### src/rtl/fft_pkg.sv
// Shared FFT datapath types: default lane geometry, feeder states, lane arrays.
// Latency: none (types and helpers only).
// Backpressure: not applicable.
package fft_pkg;

  localparam int FFT_WIDTH = 9;
  localparam int FFT_DEPTH = 16;

  typedef enum logic {FILL, PAIR} bf_feed_state_t;

  typedef logic signed [FFT_DEPTH-1:0][FFT_WIDTH-1:0] lane_arr_t;

  // Index width for a HALF_BLK-deep buffer; never narrower than one bit.
  function automatic int idx_width(input int n);
    return (n > 1) ? $clog2(n) : 1;
  endfunction

endpackage

### src/rtl/bf2i_half_buf.sv
// First-half block store: HALF_BLK entries of DEPTH complex lanes.
// Latency: 1-cycle write, combinational read.
// Backpressure: none; writes whenever wr_en is high.
module bf2i_half_buf
  import fft_pkg::*;
#(
  parameter int WIDTH    = FFT_WIDTH,
  parameter int DEPTH    = FFT_DEPTH,
  parameter int HALF_BLK = 2,
  parameter int IDXW     = 1
) (
  input  logic                               clk,
  input  logic                               wr_en,
  input  logic [IDXW-1:0]                    wr_idx,
  input  logic signed [DEPTH-1:0][WIDTH-1:0] wr_R,
  input  logic signed [DEPTH-1:0][WIDTH-1:0] wr_Q,
  input  logic [IDXW-1:0]                    rd_idx,
  output logic signed [DEPTH-1:0][WIDTH-1:0] rd_R,
  output logic signed [DEPTH-1:0][WIDTH-1:0] rd_Q
);

  logic [DEPTH-1:0][WIDTH-1:0] mem_r [HALF_BLK];
  logic [DEPTH-1:0][WIDTH-1:0] mem_q [HALF_BLK];

  // Storage is deliberately not reset; the FSM never reads an unwritten entry.
  always_ff @(posedge clk) begin
    if (wr_en) begin
      mem_r[wr_idx] <= wr_R;
      mem_q[wr_idx] <= wr_Q;
    end
  end

  assign rd_R = mem_r[rd_idx];
  assign rd_Q = mem_q[rd_idx];

endmodule

### src/rtl/bf2i_feeder.sv
// Pairs stored first-half blocks with live second-half blocks for the BF2I butterfly.
// Latency: 1 cycle from second-half input to registered pair with bf_en.
// Backpressure: none; din_valid low stalls the FSM, one block accepted per cycle.
module bf2i_feeder
  import fft_pkg::*;
#(
  parameter int WIDTH    = FFT_WIDTH,
  parameter int DEPTH    = FFT_DEPTH,
  parameter int HALF_BLK = 2
) (
  input  logic                                 clk,
  input  logic                                 rst,
  input  logic                                 din_valid,
  input  logic                                 din_sof,
  input  logic signed [DEPTH-1:0][WIDTH-1:0]   din_R,
  input  logic signed [DEPTH-1:0][WIDTH-1:0]   din_Q,
  output logic                                 bf_en,
  output logic signed [DEPTH-1:0][WIDTH-1:0]   dout_R1,
  output logic signed [DEPTH-1:0][WIDTH-1:0]   dout_Q1,
  output logic signed [DEPTH-1:0][WIDTH-1:0]   dout_R2,
  output logic signed [DEPTH-1:0][WIDTH-1:0]   dout_Q2,
  output logic [idx_width(HALF_BLK)-1:0]       dout_idx,
  output logic                                 frame_err
);

  localparam int              IDXW = idx_width(HALF_BLK);
  localparam logic [IDXW-1:0] LAST = IDXW'(HALF_BLK - 1);

  bf_feed_state_t                   state;
  logic [IDXW-1:0]                  blk_cnt;
  logic                             sof_err;
  logic                             buf_we;
  logic [IDXW-1:0]                  buf_widx;
  logic signed [DEPTH-1:0][WIDTH-1:0] rd_R;
  logic signed [DEPTH-1:0][WIDTH-1:0] rd_Q;

  // A sof anywhere but FILL/0 restarts the frame with this block as entry 0.
  assign sof_err  = din_valid && din_sof && !(state == FILL && blk_cnt == '0);
  assign buf_we   = din_valid && (state == FILL || sof_err);
  assign buf_widx = sof_err ? '0 : blk_cnt;

  bf2i_half_buf #(
    .WIDTH    (WIDTH),
    .DEPTH    (DEPTH),
    .HALF_BLK (HALF_BLK),
    .IDXW     (IDXW)
  ) u_buf (
    .clk    (clk),
    .wr_en  (buf_we),
    .wr_idx (buf_widx),
    .wr_R   (din_R),
    .wr_Q   (din_Q),
    .rd_idx (blk_cnt),
    .rd_R   (rd_R),
    .rd_Q   (rd_Q)
  );

  always_ff @(posedge clk) begin
    if (rst) begin
      state     <= FILL;
      blk_cnt   <= '0;
      bf_en     <= 1'b0;
      frame_err <= 1'b0;
      dout_idx  <= '0;
      dout_R1   <= '0;
      dout_Q1   <= '0;
      dout_R2   <= '0;
      dout_Q2   <= '0;
    end else begin
      bf_en     <= 1'b0;
      frame_err <= 1'b0;
      if (din_valid) begin
        if (sof_err) begin
          frame_err <= 1'b1;
          if (HALF_BLK == 1) begin
            state   <= PAIR;
            blk_cnt <= '0;
          end else begin
            state   <= FILL;
            blk_cnt <= IDXW'(1);
          end
        end else begin
          if (state == PAIR) begin
            bf_en    <= 1'b1;
            dout_R1  <= rd_R;
            dout_Q1  <= rd_Q;
            dout_R2  <= din_R;
            dout_Q2  <= din_Q;
            dout_idx <= blk_cnt;
          end
          // Wrap toggles between halves with no bubble.
          if (blk_cnt == LAST) begin
            blk_cnt <= '0;
            state   <= (state == FILL) ? PAIR : FILL;
          end else begin
            blk_cnt <= blk_cnt + 1'b1;
          end
        end
      end
    end
  end

endmodule

### config.mk
export PLATFORM = sky130hd
export DESIGN_NAME = bf2i_feeder
export DESIGN_NICKNAME = d
export VERILOG_FILES = /design/src/rtl/fft_pkg.sv /design/src/rtl/bf2i_half_buf.sv /design/src/rtl/bf2i_feeder.sv
export SDC_FILE = /design/constraint.sdc
export NUM_CORES = 1
export LEC_CHECK = 0
export ABC_AREA = 1
export ABC_CLOCK_PERIOD_IN_PS = 26900
export CORE_AREA = 2 2 337 339
export CTS_CLUSTER_SIZE = 25
export DETAILED_ROUTE_END_ITERATION = 10
export DIE_AREA = 0 0 339 341
export PLACE_DENSITY = 0.62
export SETUP_SLACK_MARGIN = 0.3
export SLEW_MARGIN = 20
export SYNTH_ARGS = -nofsm -noshare
export SYNTH_HDL_FRONTEND = slang
export SYNTH_HIERARCHICAL = 1
export SYNTH_SLANG_ARGS = --single-unit
### constraint.sdc
create_clock -name clk -period 26.9 [get_ports clk]
set_input_delay 5.38 -clock clk [delete_from_list [all_inputs] [get_ports clk]]
set_output_delay 5.38 -clock clk [all_outputs]
set_load 0.005 [all_outputs]
After elaboration in Yosys (flattened, before gate mapping):

Memories as Yosys holds them, arrays and structs flattened. A register that Yosys moved wholly into a read port is not among the register bits.
Cells that the tools add are included.

* register bits after elaboration: 293
* RAM bits: 576
* input bits: 292
* output and inout bits: 579
* memories: 2

* $add $sub $neg: 1
* muxes and demuxes: 10
* bitwise gates (word level): 4
* reductions and logical operators: 11

Memories
* u_buf.mem_q: words 2, width 144, rd ports 1, clocked after Yosys merged registers in 1, wr ports 1, RTL line bf2i_half_buf.sv:23 `logic [DEPTH-1:0][WIDTH-1:0] mem_q [HALF_BLK];`
* u_buf.mem_r: words 2, width 144, rd ports 1, clocked after Yosys merged registers in 1, wr ports 1, RTL line bf2i_half_buf.sv:22 `logic [DEPTH-1:0][WIDTH-1:0] mem_r [HALF_BLK];`

Operator list (number)
* two-way mux 1 bit: 10
* logical AND 1 bit: 4
* NOT 1 bit: 4
* AND reduction 3 bit: 1
* OR reduction 3 bit: 1
* AND reduction 2 bit: 1
* nonzero test 2 bit: 1
* OR reduction 2 bit: 1
* adder 1 bit (second input constant): 1
* zero test 1 bit: 1
* logical OR 1 bit: 1

Depth between registers and ports, before layout:

Gate-level depths: netlist (run 1).

* word-level depth: 8
* mapped depth: 8
* depth with buffers taken out: 5

Cells and area by module:

Netlist (run 1), hierarchy kept.

Modules (own cells, without submodules)
* bf2i_feeder: times used 1, cells each 3672, area each 23445.0 sq um, seq. area each 11631.2 sq um
* bf2i_half_buf: times used 1, cells each 1508, area each 20992.6 sq um, seq. area each 17296.6 sq um

Least setup slack after synthesis (run 1):

No wires, ideal clock.

* path type: in2reg
* start point: in din_sof
* end point: mem u_buf/mem_q[0][0] (netlist bit), enable pin
* library setup time: 0.944 ns
* data arrival time: 17.616 ns
* path slack: 8.339 ns
* stages on the path: 4
* buffers on the path: 0
* path through: inv_2 -> a21boi_0 -> inv_1 -> nor2_1

* word-level cells in the longest chain between the ends: 6

Ends and longest elaborated chain
* start: declaration: RTL line bf2i_feeder.sv:14 `input logic din_sof,`
* logical AND 1 bit (2 in series): RTL line bf2i_feeder.sv:38 `assign sof_err = din_valid && din_sof && !(state == FILL && blk_cnt == '0);`
* logical OR 1 bit: RTL line bf2i_feeder.sv:39 `assign buf_we = din_valid && (state == FILL || sof_err);`
* logical AND 1 bit: RTL line bf2i_feeder.sv:39
* named net buf_we: RTL line bf2i_feeder.sv:32 `logic buf_we;`
* two-way mux 1 bit: RTL line bf2i_half_buf.sv:27 `if (wr_en) begin`
* two-way mux 1 bit (not written as such): RTL line bf2i_half_buf.sv:29 `mem_q[wr_idx] <= wr_Q;`
* end: declaration: RTL line bf2i_half_buf.sv:23

The timed path passes the listed nets, and every way through them passes these cells.

Final worst setup path (run 1):

* start point: in din_valid
* end point: reg dout_Q1[110] (netlist bit)

* word-level cells in the longest chain between the ends: 4

Ends and longest elaborated chain
* start: declaration: RTL line bf2i_feeder.sv:13 `input logic din_valid,`
* logical AND 1 bit (2 in series): RTL line bf2i_feeder.sv:38
* NOT 1 bit (no line)
* AND reduction 3 bit (no line) (*)
* end signal: assignment: RTL line bf2i_feeder.sv:86 `dout_Q1 <= rd_Q;`
* end: declaration: RTL line bf2i_feeder.sv:19 `output logic signed [DEPTH-1:0][WIDTH-1:0] dout_Q1,`

Mark *: on every way between the ends. The rest lies on a longest branch, timed or not.
A chain may end at the register's enable or synchronous reset.

==> results of run 1 <==
==> per-stage QoR <==
stage | setup WS (ns) | hold WS (ns) | instances | instance area, sq um | utilization [%]
4_1_cts | 17.44 | 0.4854 | 7551 | 57980 | 51.83
3_5_place_dp | 16.69 | 0.4756 | 7323 | 53970 | 48.24
3_3_place_gp | 16.75 | 0.4634 | 7323 | 53970 | 48.24
2_1_floorplan | 8.339 | 0.4640 | 5180 | 44440 | -
5_1_grt | 16.97 | 0.5111 | 7551 | 57990 | 51.83
6_report | 17.39 | 0.4792 | 7552 | 57990 | 51.83
==> worst min path at each step <==
stage,startpoint,end,cells after the start
global route,dout_idx,dout_idx,2
detailed placement,dout_idx,dout_idx,2
finish,dout_idx,dout_idx,2
floorplan,dout_idx,dout_idx,2
CTS,dout_idx,dout_idx,2
global placement,dout_idx,dout_idx,2
==> per-layer routing <==
metal | wire, um | track usage, % | vias up
met5 | 0 | 0 | -
met4 | 4070 | 7.204 | 0
met3 | 7473 | 5.058 | 187
met2 | 60330 | 35.33 | 801
met1 | 49040 | 24.16 | 15000
li1 | - | - | 17010
==> logic make-up (layout without fill, tap and decap cells) <==
| family | after synthesis | after routing |
|---|---|---|
| AO/OA/AOI/OAI | 3 | 3 |
| XOR/XNOR | 1 | 1 |
| buffers and inverters | 836 | 1707 |
| flip-flops | 1157 | 1157 |
| other | 0 | 1 |
| AND/OR/NAND/NOR | 3183 | 3183 |
==> worst register-to-register path: stages, from the launching register on <==
cell and delay, ns:
dfxtp_1 0.35, nand3_4 0.44, buf_4 0.80, buf_4 0.91, buf_4 0.80, buf_4 0.91, nand2_1 0.17, nand2_1 0.11
nor2_1 0.04
==> synthesized netlist by cell type <==
cell type  count
o21ai_0        2
dfxtp_1      581
nand3_1        2
nor2_1      1158
buf_4         16
xor2_1         1
clkinv_1       1
inv_1        578
edfxtp_1     576
nand2_1     2022
and2_1         1
buf_6         14
clkbuf_1      45
inv_4          1
buf_2        180
inv_2          1
a21boi_0       1
==> flip-flops by register name (all words and copies together) (netlist names) <==
signal / cells
bf_en: 1
blk_cnt: 1
dout_Q1: 144
dout_Q2: 144
dout_R1: 144
dout_R2: 144
dout_idx: 1
frame_err: 1
state: 1
u_buf/mem_q: 288
u_buf/mem_r: 288
==> power breakdown <==
group          leakage (uW)  switching [uW]  internal, uW
combinational        0.0144             162           106
sequential           0.0101            21.1          1920
clock               0.00198             697           971
total                0.0265             880          3000
==> layout make-up <==
type / instances / area, sq um / share of cell area [%]
Clock buffer: 150 / 3204 / 5.526
Multi-Input combinational cell: 3187 / 12000 / 20.69
Timing Repair Buffer: 898 / 8960 / 15.45
Tap cell: 1500 / 1877 / 3.236
Sequential cell: 1157 / 28930 / 49.89
Antenna cell: 1 / 2.502 / 0.004315
Inverter: 581 / 2208 / 3.808
Clock inverter: 78 / 808.3 / 1.394
==> impl_metrics.yaml, run 1 <==
run_status:
  status: "complete, no violations"
placement:
  gp_congestion: 0.8297
  dp_hpwl_um: 79020
  portBuffers: 870
cts:
  clock_sinks: 1157
  numCtsBuffers: 119
  cts_tree: "yes"
  ctsResizeCount: 0
  clk_transition_reported_paths_ns: 0.06
  cts_max_path_buffers: 3
  cts_setup_buffers: 0
  cts.hold.buffers_added: 0
  cts_root_buf: "clkbuf_16"
  worstSkewPairLatency_ns: 0.71
  cts_htree_levels: 3
drt:
  drt-initial-drc-count: 1899
  drt.antenna.violating_nets: 0
  dr.pass1.iters: 5
  drc: 0
  wl_per_cell_um: 16.01
  num_vias: 33000
  viasPerCell: 4.370
  totalWireLength_um: 120900
worst_setup_path:
  crit_path_max_fanout: 97
  timing.critical_path.to: "dout_Q1[110]"
  r2r_slack_ns: 22.26
  crit_start: "din_valid"
  crit_family: "buffers and inverters"
  setup.worst_path.class: "in2reg"
  cp_num_buf_inv: 5
  r2r-end: "dout_Q1[110]"
  crit_arrival_ns: 10.11
  crit_chain: "clkdlybuf4s50_1 > nand3_4 > buf_4 > buf_4 > buf_4 > buf_4 > nand2_1 > nand2_1 > nor2_1"
  startpoint_type: "input pin"
  critPathRequiredTime_ns: 27.50
  r2r-start: "state"
  cpMostUsedCell: "buf_4"
  slowest_stage: "buf_4"
  worstRegToRegCells: 8
  crit_cells: 9
  end_kind: "flip-flop"
  slowest_delay_ns: 0.86
flow_run:
  maxCapViolations: 0
synth:
  netlist_area_sq_mm: 0.04444
  synth_top_area_share_pct: 38.92
  synth_cells: 5180
  synth_top_family_by_area: "simple AND/OR/NAND/NOR gates"
  seq_area_frac_synth_pct: 65.10
  synthAdderAreaFrac_pct: 0
  muxShareOfSynthArea_pct: 0
  syn_nets: 5472
  synth_area_leader_cell: "edfxtp_1"
  synth-compound-area-share_pct: 0.03942
  ys_ff_latch: 1157
  synth_xor_area_share_pct: 0.01971
  yosys.area_share.simple_pct: 26.90
  synth.avg_cell_area_sq_um: 8.579
  yosysWarnings: 6
  synth_cell_types: 17
  synth_area_leaders: "edfxtp_1, dfxtp_1, nand2_1"
die:
  die_x_um: 339
  die_area_sq_mm: 0.1156
  fp-row-count: 123
  start_util_pct: 39.72
  fp.dieH_um: 341
  io_pins: 871
  core_area_sq_mm: 0.1119
sta:
  fin_tns_setup_ns: 0
  min_period_ns: 9.513
  report.final.slew_viol_count: 0
  rsz0062_at_grt: "false"
  fmax_mhz: 105.1
  fin_worst_skew_ns: 0.02513
  setup-violations-final: 0
  maxSlewHeadroom_pct: 19.28
  worst_pin_slew_ns: 1.211
  hold_viol: 0
  fin_crit_sh_pct: 35.36
cells_and_area:
  syn_to_final_growth_pct: 30.50
  nFillCells: 10170
  drive_gt1_share_pct: 3.669
  final_common_cell: "nand2_1"
  finalNetCount: 6236
  mostFrequentLayoutCells: "nand2_1, nor2_1, clkdlybuf4s50_1"
pwr:
  max-vdd-ir-drop_uv: 58.78
  power_density_mw_per_mm2: 66.89
  p_total_uw: 3879
  p_leak_uw: 0.02646
grt:
  overflow: 0
  grt_use_total_pct: 20.23
  antenna_found_initial: 3
  grt_max_degree: 173
  grt_pass1_wl_um: 182600
  grt_pass1_vias: 30370
hold_path:
  hold_class: "reg2reg"
No activity file was read; power rests on OpenSTA's default activity.
==> run 2, diff against run 1 <==
--- a/config.mk
+++ b/config.mk
@@ -6,7 +6,7 @@
 export NUM_CORES = 1
 export LEC_CHECK = 0
 export ABC_AREA = 1
-export ABC_CLOCK_PERIOD_IN_PS = 26900
+export ABC_CLOCK_PERIOD_IN_PS = 9350
 export CORE_AREA = 2 2 337 339
 export CTS_CLUSTER_SIZE = 25
 export DETAILED_ROUTE_END_ITERATION = 10
==> constraint.sdc (replaced) <==
create_clock -name clk -period 9.35 [get_ports clk]
set_input_delay 1.87 -clock clk [delete_from_list [all_inputs] [get_ports clk]]
set_output_delay 1.87 -clock clk [all_outputs]
set_load 0.005 [all_outputs]
==> run 2 against run 1 <==
- critical path depth shrank 4
- die area is the same
- flip-flop and latch count is the same
- first-iteration DRC count shrank 3.2%
- final cell count is essentially flat
- power grew to 2.9 times the previous value
- largest power group unchanged
- sequential share of layout area is essentially flat
- largest cell class unchanged
==> impl_metrics.yaml, run 2 (synthesis gave the netlist of run 1 again) <==
cts:
  worstSkewPairLatency_ns: 0.70
  clk_transition_reported_paths_ns: 0.06
  cts_tree: "yes"
  cts_setup_buffers: 0
  ctsResizeCount: 0
  cts.hold.buffers_added: 0
  cts_htree_levels: 3
  clock_sinks: 1157
  cts_root_buf: "clkbuf_16"
  cts_max_path_buffers: 3
  numCtsBuffers: 120
pwr:
  power_density_mw_per_mm2: 192.5
  p_leak_uw: 0.02647
  max-vdd-ir-drop_uv: 148.8
worst_setup_path:
  startpoint_type: "input pin"
  r2r-start: "blk_cnt"
  setup.worst_path.class: "in2reg"
  slowest_stage: "buf_4"
  end_kind: "flip-flop"
  crit_chain: "clkdlybuf4s50_1 > a21boi_0 > nand2_1 > inv_8 > buf_4"
  crit_arrival_ns: 4.51
  cp_num_buf_inv: 3
  crit_family: "buffers and inverters"
  r2r-end: "u_buf/mem_q[1][21]"
  crit_cells: 5
  slowest_delay_ns: 0.86
  crit_start: "din_valid"
  crit_path_max_fanout: 85
  timing.critical_path.to: "u_buf/mem_q[1][21]"
  critPathRequiredTime_ns: 9.65
  r2r_slack_ns: 5.89
  worstRegToRegCells: 5
cells_and_area:
  largestRegisters: "u_buf/mem_q x288, u_buf/mem_r x288"
  fin_util_pct: 51.87
  finalNetCount: 6233
  drive_gt1_share_pct: 3.590
  syn_to_final_growth_pct: 30.59
  final_common_cell: "nand2_1"
  final_area_sq_mm: 0.05803
  mostFrequentLayoutCells: "nand2_1, nor2_1, clkdlybuf4s50_1"
sta:
  fmax_mhz: 237.7
  fin_tns_setup_ns: 0
  holdWs_ns: 0.4784
  fin_worst_skew_ns: 0.03183
  hold_viol: 0
  min_period_ns: 4.206
  setup-violations-final: 0
  maxSlewHeadroom_pct: 22.03
  report.final.slew_viol_count: 0
  rsz0062_at_grt: "false"
  fin_crit_sh_pct: 44.99
  worst_pin_slew_ns: 1.170
grt:
  top_usage_layer: "met2"
  grt_pass1_wl_um: 182400
  antenna_found_initial: 5
  grt_max_degree: 223
  grt.met2_usage_pct: 35.27
  grt_use_met3_pct: 5.075
  grt_pass1_vias: 30460
  grt_use_total_pct: 20.30
  overflow: 0
  met1_usage_pct: 24.31
placement:
  portBuffers: 870
  gp_congestion: 0.8210
  dp_hpwl_um: 77740
  dpl_cell_area_sq_mm: 0.05403
die:
  start_util_pct: 39.72
  io_pins: 871
  fp-row-count: 123
  die_x_um: 339
  die_area_sq_mm: 0.1156
  core_area_sq_mm: 0.1119
  fp.dieH_um: 341
hold_path:
  hold_start: "dout_idx"
  hold_class: "reg2reg"
flow_run:
  maxCapViolations: 0
drt:
  drc: 0
  totalWireLength_um: 121200
  wl_per_cell_um: 16.05
  viasPerCell: 4.363
  num_vias: 32930
  drt-initial-drc-count: 1839
  dr.pass1.iters: 5
  drt.antenna.violating_nets: 0
run_status:
  status: "complete, no violations"
## run 2: changes by cell type in the layout (fill, tap and decap cells not counted), moves of 2 or more
cell / previous run / this run
diode_2: 1 / 3
buf_4: 24 / 14
inv_6: 3 / 1
buf_12: 3 / 10
clkbuf_16: 119 / 121
clkbuf_8: 11 / 19
clkinv_2: 31 / 26
clkinv_16: 2 / 0
clkinv_1: 21 / 13
clkbuf_1: 20 / 27
bufinv_16: 13 / 11
## run 2: how the worst min path moves through the flow
stage	end	depth (start not counted)
global placement	dout_idx	2
finish	dout_idx	2
floorplan	dout_idx	2
detailed placement	dout_idx	2
global route	dout_idx	2
CTS	dout_idx	2
## run 2: through the flow
step	total power, uW	instances	setup slack (ns)
3_5_place_dp	6477	7319	4.457
2_1_floorplan	6080	5180	0.9373
6_report	11170	7548	5.144
3_3_place_gp	6464	7319	4.443
4_1_cts	11320	7545	5.199
5_1_grt	11610	7548	4.978
## run 2: where the power goes
part / internal (uW) / switching, uW / leakage (uW)
sequential: 5530 / 55.4 / 0.0101
combinational: 305 / 467 / 0.0144
clock: 2830 / 1990 / 0.00197
total: 8660 / 2510 / 0.0265
## run 2: routing by layer
layer | part of all wire, % | up-vias
li1 | - | 17000
met1 | 41 | 14970
met2 | 50 | 798
met3 | 6.5 | 166
met4 | 3.1 | 2
met5 | 0.011 | -
## run 2: layout make-up
| cell class | count | area, sq um |
|---|---|---|
| sequential | 1157 | 28930 |
| inverter | 581 | 2208 |
| clock buffer | 167 | 3391 |
| fill | 10220 | 53850 |
| tap | 1500 | 1877 |
| timing repair buffer | 894 | 9014 |
| multi-input combinational | 3187 | 12000 |
| clock inverter | 59 | 604.3 |
| antenna | 3 | 7.507 |
## run 2: worst register-to-register path: stages, from the launching register on
cell and delay (ns):
dfxtp_4 0.39, buf_4 0.67, and2_1 0.31, nand2_1 0.16, inv_8 0.49, buf_4 1.03
